**src/rtl/seq_detector_prog.sv**
```systemverilog
// Programmable serial pattern detector: zero-latency Mealy match pulse,
// overlap/non-overlap modes, saturating match counter.
module seq_detector_prog #(
  parameter int N     = 8,
  parameter int CNT_W = 8,
  parameter int LW    = 4
) (
  input  logic             clk,
  input  logic             reset_n,
  input  logic             x,
  input  logic             x_valid,
  input  logic             cfg_load,
  input  logic [N-1:0]     cfg_pattern,
  input  logic [LW-1:0]    cfg_len,
  input  logic             cfg_overlap,
  input  logic             cnt_clr,
  output logic             z,
  output logic [CNT_W-1:0] match_count,
  output logic             cfg_err,
  output logic             enabled
);

  logic [N-1:0]  pat_r;
  logic [LW-1:0] len_r;
  logic          ovl_r;
  logic [N-2:0]  hist;
  logic [LW-1:0] fill;

  logic [N-1:0]  win;
  logic [N-1:0]  mask;
  logic          fill_ok;
  logic          pat_ok;

  assign enabled = (len_r != '0) && (int'(len_r) <= N);
  assign cfg_err = ~enabled;

  // Window is {history, current bit}; only the low len_r bits take part.
  always_comb begin
    mask = '0;
    for (int i = 0; i < N; i++) mask[i] = (i < int'(len_r));
    win     = {hist, x};
    pat_ok  = ((win ^ pat_r) & mask) == '0;
    fill_ok = (int'(fill) + 1) >= int'(len_r);
    z       = x_valid & ~cfg_load & enabled & fill_ok & pat_ok;
  end

  always_ff @(posedge clk or negedge reset_n) begin
    if (!reset_n) begin
      pat_r <= '0;
      len_r <= '0;
      ovl_r <= 1'b0;
      hist  <= '0;
      fill  <= '0;
    end else if (cfg_load) begin
      pat_r <= cfg_pattern;
      len_r <= cfg_len;
      ovl_r <= cfg_overlap;
      fill  <= '0;
    end else if (x_valid && enabled) begin
      if (z && !ovl_r) begin
        fill <= '0;
      end else begin
        hist <= win[N-2:0];
        if (int'(fill) < N-1) fill <= fill + 1'b1;
      end
    end
  end

  // Clear takes priority, then the current detection is counted.
  always_ff @(posedge clk or negedge reset_n) begin
    if (!reset_n) begin
      match_count <= '0;
    end else if (cnt_clr) begin
      match_count <= {{(CNT_W-1){1'b0}}, z};
    end else if (z && match_count != '1) begin
      match_count <= match_count + 1'b1;
    end
  end

endmodule

```
**config.mk**
```make
export PLATFORM = sky130hd
export DESIGN_NAME = seq_detector_prog
export DESIGN_NICKNAME = d
export VERILOG_FILES = /design/src/rtl/seq_detector_prog.sv
export SDC_FILE = /design/constraint.sdc
export NUM_CORES = 1
export LEC_CHECK = 0
export ABC_AREA = 1
export CAP_MARGIN = 20
export CORE_AREA = 2 2 62 64
export CTS_BUF_LIST = sky130_fd_sc_hd__clkbuf_8
export DETAILED_ROUTE_END_ITERATION = 16
export DIE_AREA = 0 0 64 66
export GPL_ROUTABILITY_DRIVEN = 0
export GPL_TIMING_DRIVEN = 0
export PLACE_DENSITY = 0.87
export SYNTH_ARGS = -nofsm -noshare
export SYNTH_HDL_FRONTEND = slang
export SYNTH_SLANG_ARGS = --single-unit
```
**constraint.sdc**
```tcl
create_clock -name clk -period 3.1 [get_ports clk]
set_clock_uncertainty 0.15 [all_clocks]
set_input_delay 0.62 -clock clk [delete_from_list [all_inputs] [get_ports clk]]
set_output_delay 0.62 -clock clk [all_outputs]
set_load 0.02 [all_outputs]
```
# ---- Yosys cells after proc, flatten, opt, wreduce, memory -nomap -nowiden
# Index checks and enable logic that the tools add are counted.
dict set report totals {
  in_bits 19
  out_inout_bits 11
  word_cells 48
  reg_bits 32
}
dict set report classes {
  order_cmp 11
  n_eq_ne 1
  mux 6
  n_addsub 3
  bitwise_logic 9
  reduce_logical 12
}
# cell count
set op_table {}
lappend op_table {{$lt 3x4->1 const A} 4}
lappend op_table {{$mux 4} 4}
lappend op_table {{$mux 8} 2}
lappend op_table {{$add 8x1->8 const B} 1}
lappend op_table {{$and 8x8->8} 1}
lappend op_table {{$logic_not 8->1} 1}
lappend op_table {{$lt 1x4->1 const A} 2}
lappend op_table {{$lt 2x4->1 const A} 2}
lappend op_table {{$ne 8x8->1 const B} 1}
lappend op_table {{$xor 8x8->8} 1}
lappend op_table {{$add 4x1->5 const B} 1}
lappend op_table {{$ge 5x4->1} 1}
lappend op_table {{$add 4x1->4 const B} 1}
lappend op_table {{$and 1x1->1} 4}
lappend op_table {{$le 4x4->1 const B} 1}
lappend op_table {{$logic_and 1x1->1} 4}
lappend op_table {{$lt 4x3->1 const B} 1}
lappend op_table {{$reduce_bool 2->1} 2}
lappend op_table {{$reduce_bool 4->1} 1}
lappend op_table {{$not 1->1} 3}
lappend op_table {{$reduce_and 3->1} 1}
lappend op_table {{$reduce_bool 3->1} 1}
lappend op_table {{$reduce_and 2->1} 1}
lappend op_table {{$logic_not 1->1} 1}

# ---- Longest topological paths before layout
dict set report depth {
  ltp_word 9
  depth_mapped 15
  mapped_depth_nobuf 14
}

# ---- Worst setup path before layout
# No wires, ideal clock.
dict set report synth_timing {
  kind {flip-flop to output port}
  start {reg fill[0]}
  end {out z}
  path_buffers 1
  slack_ns 0.566
  required_time_ns 2.330
  path_stages_with_launch 12
  arrival_ns 1.764
  cell_sequence {dfrtp_1 -> ha_1 -> nand2_1 -> inv_1 -> nor2_1 -> ha_1 -> a21oi_1 -> o21ai_0 -> nor2_1 -> nor2_4 -> and2_4 -> buf_6}
}
dict set report synth_via {
  elab_chain_len 4
}
# element line
set synth_lines {}
lappend synth_lines {{start: declaration} 27} ;# logic [LW-1:0] fill;
lappend synth_lines {{$add 4x1->5} 43} ;# fill_ok = (int'(fill) + 1) >= int'(len_r);
lappend synth_lines {{$ge 5x4->1} 43}
lappend synth_lines {{$and 1x1->1 (2 in series)} 44} ;# z = x_valid & ~cfg_load & enabled & fill_ok & pat_ok;
lappend synth_lines {{end: declaration} 17} ;# output logic z,
# Every way passes these cells.

# ---- Final worst setup path
dict set report layout_timing {
  start {reg fill[1]}
  end {out z}
}
# The elaborated chain is that of the path after synthesis.

==> results by stage <==
Clock network:
- The post-cts hold buffer count is 0.
- Clock latency on the worst-skew pair, taken at its later pin, is roughly 0.29 ns.
- The TritonCTS buffer count is 5.
- The level count of the clock H-tree is 2.
- In this run the clock root is driven by a clkbuf_8.
- The buffer depth of the longest clock path is 2.
- Clock tree synthesis found a total of 32 sinks.
- The CTS tree is done.
- The clock transition time at the flip-flop clock pins of the worst setup and hold paths is around 0.070 ns.

Final layout:
- The fraction of layout cells with a size suffix above 1 is 0.1310.
- The area growth from synthesis to final layout is 27.08%.
- The net count of the finished layout is 314.
- Once layout is complete, the utilization of the core stands at 0.6779.
- The fill cell instance count of the final layout is about 300.
- 0 antenna diodes ended up in the layout.
- Leaving out filler cells and counting taps, the final layout contains approximately 340.

Routing:
- The total vias in the final route is 1,689.
- In the final routed layout, each cell accounts on average for 12.44 um.
- The remaining antenna violation count is 0.
- In the routed design, unresolved DRC markers number 0.
- The count of TritonRoute iterations in the first routing pass is 4.
- The number of violations reported at the end of detailed-routing iteration 0 is between 90 and 100.
- The post-detailed-routing wire length is around 4.2 mm.
- The ratio of routed vias to standard cells is between 4 and 5.

Global routing:
- Entering global routing, the biggest net connects 33 pins.
- The total overflow left after global routing is 0.
- For this run, the total global-route usage over all layers was measured as 0.2182.
- The number of global-route vias before repair is 1,686.
- The wire length of the first global-routing pass is approximately 7 mm.
- The initial antenna violation count is 0.

Floorplan:
- After floorplanning, the core was divided into 22 placement rows.
- From left edge to right edge, the die measures around 64 um.
- The starting density of the core is 0.5335.
- The placeable core area is between 3000 and 4000 um^2.
- The floorplan step defined a die boundary enclosing 4224 um^2.
- 30 I/O pins were placed.
- The overall die height is around 66 um.

Worst setup path:
- STA puts the critical path data arrival time at 2.25 ns.
- The endpoint type of the worst setup path is an output port.
- The delay of the slowest cell on the worst path is approximately 0.44 ns.
- The count of buffer and inverter cells on the critical path is 3.
- The category of the most critical setup path is flip-flop to output port.
- The critical path required time is between 2 and 2.5 ns.
- The slowest stage of the critical path belongs to the cell dfrtp_1.
- The largest delay contributor family on the critical path is simple AND/OR/NAND/NOR gates.
- Along the worst path, the maximum fanout reaches 4.
- STA classifies the critical path startpoint as a flip-flop.
- The signal on the critical path passes through ha_4, nand2_1, inv_1, nor2_4, ha_4, a21oi_2, o21ai_1, nor2_2, nor2_4, and2_4, buf_6, buf_4.

Timing:
- On the final layout, the worst hold slack is ~0.22 ns.
- The slew at the pin closest to its max-slew limit is 0.7073 ns.
- The achievable clock frequency is about 330 MHz.
- The normalized max-slew margin is 0.5285.
- Setup total negative slack on the finished layout was measured at 0 ns.
- Setup violations remaining at the end of the flow were counted as 0.
- The count of endpoints failing hold in the final timing report came to 0.
- The period utilization is 0.9726.
- Setup repair after global routing left no endpoint under its margin.
- The final critical delay including setup and external delays is 3.015 ns.
- The max-slew violation count is 0.

Synth:
- The post-synth net total is between 200 and 300.
- The gate count after technology mapping is 252.
- The biggest area contributor in the post-synthesis netlist is dfrtp_1.
- For this run, the register share of the synthesized area comes to 0.4227.
- The most used flip-flop cell after synthesis is dfrtp_1.
- Counting flops with an async set or reset pin after synthesis yields a share of 1.000.
- In this run, synthesis inferred 0 flip-flops with an integrated enable.
- The netlist uses 25 different library cells.
- The commonest cells after synthesis are nand2_1 (92), inv_1 (34), dfrtp_1 (32).
- The Yosys step of the flow raised 0 warnings.
- In this run, synthesis produced a sequential element count of 32.
- The mean instance size in the synthesized netlist is between 7 and 8 um^2.
- The area share of the leading cell type in the synthesized netlist is 0.4227.
- The combined area of all synthesized cells is roughly 1900 um^2.
- The leading cell type by number of instances after synthesis is nand2_1.
- After synthesis, the cell types taking the most area are dfrtp_1 (42%), nand2_1 (18%), inv_1 (6.7%).

Run status:
- The run finished with clean final reports.

Placement:
- In this run the tool buffered the top-level ports with 29 buffer cells.
- The post-detailed-placement half-perimeter wirelength is 2.987 mm.
- Including well taps, the total number of placed cells is approximately 330.

Power and ir drop:
- The worst-case IR drop observed on VDD is approximately 0.31 mV.
- The leakage component of the power is 1.217 nW.
- The completed layout was analyzed and its total power is ~0.0012 W.
- In this run the power density over the cells is 478.9 nW/um^2.

Min path:
- The path class of the tightest hold or removal check is primary input to async pin.

Run:
- The reported max-cap violation count is 0.
==> state kept, by name, indices dropped and copies added, names as in the netlist <==
name         flops
pat_r            8
ovl_r            1
match_count      8
hist             7
len_r            4
fill             4
==> cells in the final DEF (no fill, tap or decap), types with 2 or more instances in the layout <==
| cell | count |
|---|---|
| nand2_1 | 92 |
| inv_1 | 35 |
| dfrtp_1 | 31 |
| clkdlybuf4s50_1 | 27 |
| o21ai_0 | 17 |
| nand3_1 | 16 |
| nor2_1 | 8 |
| nand4_1 | 6 |
| nor2_4 | 5 |
| nand2_2 | 5 |
| clkbuf_8 | 5 |
| nor2_2 | 4 |
| ha_1 | 4 |
| o21ai_1 | 3 |
| xor2_1 | 3 |
| clkbuf_1 | 3 |
| nand3_2 | 2 |
| a21oi_1 | 2 |
| buf_6 | 2 |
| nand2_8 | 2 |
| xnor2_1 | 2 |
| ha_4 | 2 |
| buf_4 | 2 |
==> area by class of cell <==
class,count,area (um^2),area share
plain buffers,5,33.78,0.01403
clock buffers,5,68.82,0.02859
clock inverters,3,38.79,0.01611
inverters,35,131.4,0.05457
multi-input cells,180,982.2,0.4080
flip-flops and latches,32,802.0,0.3332
well taps,48,60.06,0.02495
repair buffers,30,290.3,0.1206
==> kinds of logic after synthesis <==
family                     share of synthesized area
DFF                                           0.4227
buffers and inverters                        0.08718
adders and majority gates                    0.03963
and+or+nand+nor                               0.3534
AOI/OAI and AO/OA                            0.06935
xor gates and xnor gates                     0.02774
==> worst paths after layout <==
path	end	start	slack, ns	cells past startpoint
min	match_count[7]$_DFFE_PN0P_	reset_n	0.22	1
min reg2reg	pat_r[7]$_DFFE_PN0P_	pat_r[7]$_DFFE_PN0P_	0.37	2
max reg2reg	fill[0]$_DFFE_PN0P_	fill[0]$_DFFE_PN0P_	0.74	13
max	z	fill[1]$_DFFE_PN0P_	0.08	12
max in group asynchronous	fill[0]$_DFFE_PN0P_	reset_n	2.07	1
min in group clk	pat_r[7]$_DFFE_PN0P_	pat_r[7]$_DFFE_PN0P_	0.37	2
==> worst register-to-register path, stage by stage (launching register included) <==
cell and delay, ns:
dfrtp_2 0.39, buf_4 0.15, nand3_2 0.09, xor2_2 0.20
ha_1 0.30, nand4_1 0.10, nor2_1 0.12, nor2_2 0.06
nor2_4 0.12, nand3_2 0.16, nand3_1 0.13, nand2_1 0.13
nand2_1 0.10, nand2_1 0.05
==> per-layer routing <==
| layer | vias to the layer above | routed length [um] | global-route usage | share of wire |
|---|---|---|---|---|
| li1 | 857 | - | - | - |
| met1 | 779 | 1781 | 0.2473 | 0.42 |
| met2 | 42 | 2168 | 0.3919 | 0.52 |
| met3 | 11 | 163 | 0.04089 | 0.039 |
| met4 | 0 | 93 | 0.1087 | 0.022 |
| met5 | - | 0 | 0 | 0 |
==> power by group <==
part           total (W)  switching [W]  internal, W
clock network   0.000391       0.000156     0.000235
logic           0.000250       0.000147     0.000103
registers       0.000512      0.0000450     0.000467
==> metrics by stage <==
step / setup WS [ns] / instance area [um^2]
final: 0.08485 / 2407
after global routing: 0.001316 / 2407
after CTS: 0.02715 / 2356
after detailed placement: -0.2249 / 2240
after global placement: -0.1996 / 2245
after floorplan: 0.5663 / 1894
==> repair_timing <==
item,in CTS,in global routing
endpoints found under the setup margin,1,1
pin swaps,1,5
setup buffers,1,0
gates resized for setup,7,10
Note: power is estimated with default switching activity, not from simulation.
